File: config.mk
export PLATFORM = sky130hd
export DESIGN_NAME = drop_bounce_ctl
export DESIGN_NICKNAME = d
export VERILOG_FILES = /design/src/rtl/drop_bounce_ctl.sv
export SDC_FILE = /design/constraint.sdc
export NUM_CORES = 1
export LEC_CHECK = 0
export CAP_MARGIN = 5
export CORE_MARGIN = 1.5
export CORE_UTILIZATION = 55
export CTS_CLUSTER_DIAMETER = 40
export DETAILED_ROUTE_END_ITERATION = 8
export PLACE_DENSITY = 0.74
export SLEW_MARGIN = 20
export SYNTH_ARGS = -nofsm -noshare
export SYNTH_HDL_FRONTEND = slang
export SYNTH_SLANG_ARGS = --single-unit
File: constraint.sdc
create_clock -name clk -period 22.7 [get_ports clk]
set_input_delay 3.405 -clock clk [delete_from_list [all_inputs] [get_ports clk]]
set_output_delay 3.405 -clock clk [all_outputs]
set_load 0.03 [all_outputs]
File: src/rtl/drop_bounce_ctl.sv
// Drop-and-bounce position controller: the object follows the mouse, falls under integer
// gravity on a left release, rebounds off FLOOR_Y with percentage restitution, re-arms on right.
module drop_bounce_ctl #(
   parameter int POS_W       = 12,
   parameter int FLOOR_Y     = 536,
   parameter int TICK_DIV    = 1000000,
   parameter int ACCEL_STEPS = 13,
   parameter int V_W         = 16,
   parameter int REST_PCT    = 80,
   parameter int MIN_SPEED   = 2,
   parameter bit FREEZE_X    = 1'b0
) (
   input  logic             clk,
   input  logic             rst,
   input  logic [POS_W-1:0] mouse_xpos,
   input  logic [POS_W-1:0] mouse_ypos,
   input  logic             mouse_left,
   input  logic             mouse_right,
   output logic [POS_W-1:0] xpos,
   output logic [POS_W-1:0] ypos,
   output logic [1:0]       state,
   output logic [3:0]       bounce_cnt
);

   localparam int ACC_W = $clog2(TICK_DIV + (2 ** V_W) + 1);
   localparam int SC_W  = (ACCEL_STEPS > 1) ? $clog2(ACCEL_STEPS) : 1;
   localparam int PW    = V_W + 7;
   localparam logic [POS_W-1:0] FLOOR     = POS_W'(FLOOR_Y);
   localparam logic [ACC_W-1:0] TICK      = ACC_W'(TICK_DIV);
   localparam logic [SC_W-1:0]  STEP_LAST = SC_W'(ACCEL_STEPS - 1);
   localparam logic [V_W-1:0]   V_MIN     = V_W'(MIN_SPEED);

   typedef enum logic [1:0] {
      FOLLOW = 2'b00,
      FALL   = 2'b01,
      RISE   = 2'b10,
      REST   = 2'b11
   } st_e;

   st_e              st_q, st_n;
   logic [POS_W-1:0] xpos_n, ypos_n;
   logic [V_W-1:0]   v, v_n;
   logic [ACC_W-1:0] acc, acc_n;
   logic [SC_W-1:0]  step_cnt, step_n;
   logic [3:0]       bcnt_n;
   logic             left_prv;

   logic             release_ev;
   logic [PW-1:0]    prod;
   logic [V_W-1:0]   v_bounce;
   logic [V_W-1:0]   v_sat_inc;

   assign release_ev = left_prv & ~mouse_left;
   assign prod       = PW'(v) * PW'(REST_PCT);
   assign v_bounce   = V_W'(prod / PW'(100));
   assign v_sat_inc  = (&v) ? v : v + 1'b1;
   assign state      = st_q;

   always_ff @(posedge clk or negedge rst) begin
      if (!rst) begin
         st_q       <= FOLLOW;
         xpos       <= '0;
         ypos       <= '0;
         v          <= '0;
         acc        <= '0;
         step_cnt   <= '0;
         bounce_cnt <= '0;
         left_prv   <= 1'b0;
      end else begin
         st_q       <= st_n;
         xpos       <= xpos_n;
         ypos       <= ypos_n;
         v          <= v_n;
         acc        <= acc_n;
         step_cnt   <= step_n;
         bounce_cnt <= bcnt_n;
         left_prv   <= mouse_left;
      end
   end

   always_comb begin
      st_n   = st_q;
      xpos_n = (st_q == FOLLOW || !FREEZE_X) ? mouse_xpos : xpos;
      ypos_n = ypos;
      v_n    = v;
      acc_n  = acc;
      step_n = step_cnt;
      bcnt_n = bounce_cnt;

      // Re-arm wins over everything, including a release in the same cycle.
      if (mouse_right) begin
         st_n   = FOLLOW;
         v_n    = '0;
         acc_n  = '0;
         step_n = '0;
         bcnt_n = '0;
      end else begin
         unique case (st_q)
            FOLLOW: begin
               if (release_ev) begin
                  st_n   = FALL;
                  v_n    = '0;
                  acc_n  = '0;
                  step_n = '0;
                  bcnt_n = '0;
               end else begin
                  ypos_n = (mouse_ypos > FLOOR) ? FLOOR : mouse_ypos;
               end
            end
            FALL: begin
               if (ypos == FLOOR) begin
                  v_n    = v_bounce;
                  acc_n  = '0;
                  step_n = '0;
                  bcnt_n = (&bounce_cnt) ? bounce_cnt : bounce_cnt + 4'd1;
                  st_n   = (v_bounce < V_MIN) ? REST : RISE;
               end else if (acc >= TICK) begin
                  ypos_n = ypos + 1'b1;
                  acc_n  = '0;
                  if (step_cnt == STEP_LAST) begin
                     step_n = '0;
                     v_n    = v_sat_inc;
                  end else begin
                     step_n = step_cnt + 1'b1;
                  end
               end else begin
                  acc_n = acc + ACC_W'(v) + ACC_W'(1);
               end
            end
            RISE: begin
               if (v == '0) begin
                  st_n   = FALL;
                  acc_n  = '0;
                  step_n = '0;
               end else if (acc >= TICK) begin
                  acc_n = '0;
                  // Ceiling clamp: turn around at row 0 instead of wrapping.
                  if (ypos == '0) begin
                     st_n = FALL;
                  end else begin
                     ypos_n = ypos - 1'b1;
                     if (step_cnt == STEP_LAST) begin
                        step_n = '0;
                        v_n    = v - 1'b1;
                     end else begin
                        step_n = step_cnt + 1'b1;
                     end
                  end
               end else begin
                  acc_n = acc + ACC_W'(v);
               end
            end
            REST: begin
               ypos_n = FLOOR;
            end
         endcase
      end
   end

endmodule

== Word-level counts from Yosys, hierarchy flattened ==
Index checks and enable logic that the tools add are counted.
Word-level totals
  flip-flop bits (word level): 72
  bits of input ports: 28
  output and inout port bits: 30
  word-level logic and storage cells: 108
Operators by class
  add/sub/neg operators: 8
  $mul: 1
  div/mod/pow operators: 1
  order comparisons: 3
  equality and inequality tests: 24
  multiplexer cells: 47
  bitwise gates (word level): 3
  reduce and logical (&&, ||, !) cells: 13
Operators with widths (count)
  $mux 16: 10
  $mux 21: 6
  $mux 12: 7
  $pmux 21 s3: 1
  $pmux 12 s4: 1
  $pmux 16 s3: 1
  $mux 4: 11
  $ne 4x4->1 const B: 6
  $div 23x7->23 const B: 1
  $add 21x1->21 const B: 1
  $add 21x16->21: 1
  $ge 21x20->1 const B: 1
  $ne 3x3->1 const B: 7
  $mul 16x3->19 const B: 1
  $add 16x1->16 const B: 1
  $logic_not 16->1: 1
  $lt 16x2->1 const B: 1
  $reduce_and 16->1: 1
  $sub 16x1->16 const B: 1
  $add 12x1->12 const B: 1
  $eq 12x10->1 const B: 1
  $gt 12x10->1 const B: 1
  $logic_not 12->1: 1
  $mux 2: 6
  other kinds (20): 30

== Logic depth before layout (Yosys ltp) ==
  depth after elaboration: 7
  depth in mapped cells: 47
  mapped depth without buffers: 44

== Worst setup path before layout ==
Ideal clock, no wire load.
  kind: register -> register
  start: register v[1]
  end: register v[0]
  setup time: 0.104 ns
  arrival time: 10.791 ns
  data required time: 22.596 ns
  slack: 11.805 ns
  stages on the path, launching flop included: 47
  path through: dfrtp_1 -> ha_1 -> ha_1 -> inv_1 -> fa_1 -> nand2b_1 -> a21oi_2 -> o21ai_1 -> a21oi_2 -> xor2_1 -> o21ai_1 -> a31o_2 -> o311ai_4 -> a211oi_1 -> a41o_1 -> nor2_1 -> buf_2 -> o21ai_2 -> (+11 left out) -> nor2_1 -> o221ai_1 -> o2bb2ai_1 -> mux2i_1 -> o21a_4 -> xnor2_2 -> o211ai_1 -> nand2_1 -> xnor2_1 -> ha_1 -> a211oi_2 -> o31ai_2 -> mux2_2 -> ha_1 -> nor2_2 -> o21ai_1 -> a221o_1 -> o311ai_1
On the way
  word-level cells in the longest chain between the ends: 5
  elaborated cells between the ends (all ways): 10
  classes of those cells: 1 x mul; 1 x div; 2 x eq/ne; 3 x mux; 3 x reduce/logical
Ends and longest elaborated chain
  start: declaration: line 42  | logic [V_W-1:0] v, v_n;
  start signal: assignment: line 73  | v <= v_n;
  $mul 16x3->19: line 54  | assign prod = PW'(v) * PW'(REST_PCT);
  $div 23x7->23: line 55  | assign v_bounce = V_W'(prod / PW'(100));
  $mux 16: line 111  | if (ypos == FLOOR) begin
  $pmux 16 s3: line 98  | unique case (st_q)
  $mux 16: line 91  | if (mouse_right) begin
Parallel ways exist; a longest one is shown, timed or not.
A chain may end at the register's enable or synchronous reset.

== Final worst setup path ==
  start: register v[0]
  end: register st_q[0], in the netlist state[0]
On the way
  word-level cells in the longest chain between the ends: 7
  elaborated cells between the ends (all ways): 12
  classes of those cells: 1 x mul; 1 x div; 1 x order compare; 2 x eq/ne; 5 x mux; 2 x reduce/logical
Ends and longest elaborated chain
  $mul 16x3->19: line 54
  $div 23x7->23: line 55
  $lt 16x2->1: line 116  | st_n = (v_bounce < V_MIN) ? REST : RISE;
  $mux 1: line 116
  $mux 2: line 111
  $pmux 2 s3: line 98
  $mux 2: line 91
  end signal: assignment: line 70  | st_q <= st_n;
  end: declaration: line 40  | st_e st_q, st_n;
Parallel ways exist; a longest one is shown, timed or not. The select of a mux whose other input is x is not followed.

==> reports/results.txt <==
Worst-path clk slew: 70 ps
Post-route ant nets: 0
# DRC: 0
Crit start category: register
Seq/Total Area, Yosys: 16.3%
Final slew viol count: 0
# port buffers: 57
Post-CTS Setup Repair Bufs: 0
Crit-path max FO: 18
Fmax: 0.0734 GHz
Tcrit/Tclk final: 60.0%
Slowest CP cell: o21ai_1
Cell mode on critical path: ha_1
Unrepaired setup endpoints after global routing: no
Initial antenna violation count: 0
CP peak stage delay: 810 ps
Critical path data arrival time: 13860 ps
CP delay by family, top: compound AO/OA/AOI/OAI gates
Post-synth EDFFs: 0
Final hold viol count: 0
CTS tree: yes
Fill cell count: 1761
Core ar.: 19600 sq um
Num CTS Buffers: 9
CTS Buffer Depth: 2
Commonest non-fill, non-tap cell in the layout: nand2_1
Post-CTS sizing: 0
Total GRT Usage: 29.4%
Die X: 145 um
Final Skew: 8.13 ps
Setup crit end kind: register
Period minus WS final: 13630 ps
# IOs: 58
Post-Syn Area: 11000 sq um
WL per Instance: 18.3 um
CTS sink cnt: 72
Syn Nets: 1493
Setup violators final: 0
Synthesis-to-layout area growth: 8.25%
Primary FF master, synth: dfrtp_1
Ant diodes: 0
Share of cells above drive strength 1: 11.7%
Synth Register Bits: 72
Clk_lat worst skew: 340 ps
Die height: 145 um
Distinct cell type count after synthesis: 133
Reg area: 1800 sq um
Root buf cell: clkbuf_16
Pre-antenna DRT Iters: 6
Final WL: 30.7 mm
Routed vias: 11.2k
Via density: 6.69
Initial Utilization: 56.3%
FP Rows: 51
Worst Path Class, Setup: reg2reg
Setup TNS: 0 ps
Status: completed
CTS Hold Buffers Added: 0
Syn Area/Cell: 7.92 sq um
Post-layout util: 61.0%
Max cap viols: 0
Worst path bufs/invs: 1
GRT Residual Overflow: 0
Area occupied by multi-input gates: 8710 sq um
Area contributors post-synth: dfrtp_1, ha_1, nand2_1
DR iter-0 viols: 1054
Die Area: 20900 sq um
Largest net degree at the start of global routing: 73
Nets: 1509
Commonest non-fill, non-tap cells in the layout: nand2_1, nor2_1, a21oi_1
HP Class: reg2reg
Cell count after synthesis: 1394
WP data required: 22930 ps
Yosys warnings: 0
RePlAce Congestion: 0.942
Number of global-route vias before repair: 10.2k
Yosys top cell area share: 16.3%
Asr flop ratio synth: 100%
Post-DP HPWL: 23.1 mm
H-Tree Depth: 3
Slew HR: 30.8%
Worst Tran Pin Value: 1030 ps
Global-route wire length before repair: 50.6 mm
Largest area contributor in the netlist: dfrtp_1
metrics by stage:
stage | cell area (sq um) | hold WS, ps | cells | setup slack [ps]
floorplan | 11000 | 451 | 1394 | 11800
global placement | 11700 | 478 | 1664 | 9700
detailed placement | 11700 | 489 | 1664 | 9360
CTS | 11900 | 496 | 1680 | 9300
global route | 11900 | 530 | 1680 | 7930
finish | 11900 | 494 | 1680 | 9070
worst register-to-register path: cells and delay by family, from the launching register on:
kind	cells	cell delay, ps
flip-flops	1	730
XOR/XNOR	3	820
adder cells (fa/ha/maj)	5	1430
buffers and inverters	1	60
AO/OA/AOI/OAI	21	6340
multiplexers	4	1990
AND/OR/NAND/NOR	10	2160
flip-flops by register name, indices dropped and copies added (netlist names):
name        flops
acc            21
bounce_cnt      4
left_prv        1
state           2
step_cnt        4
v              16
xpos           12
ypos           12
metal layers:
layer  global-route usage [%]  wire, um  vias to the layer above
met3                     4.15      1850                       37
li1                         -         -                     5414
met4                     6.06       364                        0
met1                     40.9     14300                     5385
met5                        0         0                        -
met2                     48.5     14200                      404
Yosys cell counts, types with 10 or more instances:
master	count
nand2_1	149
nor2_1	105
a21oi_1	102
dfrtp_1	72
ha_1	68
o21ai_0	61
xnor2_1	60
nand3_1	54
inv_1	46
xor2_1	34
a21o_1	32
clkbuf_1	31
nor3_1	30
a31oi_1	25
o211ai_1	19
o21bai_1	19
o21ai_1	18
a211oi_1	16
a22oi_1	16
or3_1	16
o22ai_1	15
o31ai_1	14
and2_1	12
a21oi_2	11
buf_4	11
nor4_1	11
o2111ai_1	11
a222oi_1	10
nand4_1	10
o21a_1	10
worst paths after layout:
path                               endpoint  cells past startpoint  slack, ps         from
worst max-delay path               state[0]                     44       9070         v[0]
worst min-delay path            step_cnt[3]                      1        490  step_cnt[3]
worst max register to register     state[0]                     44       9070         v[0]
worst min register to register  step_cnt[3]                      1        490  step_cnt[3]
max in group asynchronous            acc[7]                      1      18890          rst
min in group asynchronous           ypos[2]                      1       3200          rst
cells by family after synthesis:
group / after synthesis / share of synthesized area [%]
muxes: 21 / 2.28
AOI/OAI and AO/OA: 552 / 38.8
buffers and inverters: 108 / 4.82
adders and majority gates: 73 / 8.45
xor gates and xnor gates: 97 / 7.90
and+or+nand+nor: 471 / 21.4
DFF: 72 / 16.3
final cells by class:
type	count	share of cell area [%]
inverter	47	1.48
tap	265	2.78
multi-input combinational	1214	72.9
sequential	72	15.1
timing repair buffer	66	5.32
clock inverter	7	0.576
clock buffer	9	1.89
Power is not shown: default switching activity piles up to over one toggle a cycle in this logic, so the estimate is an artifact.
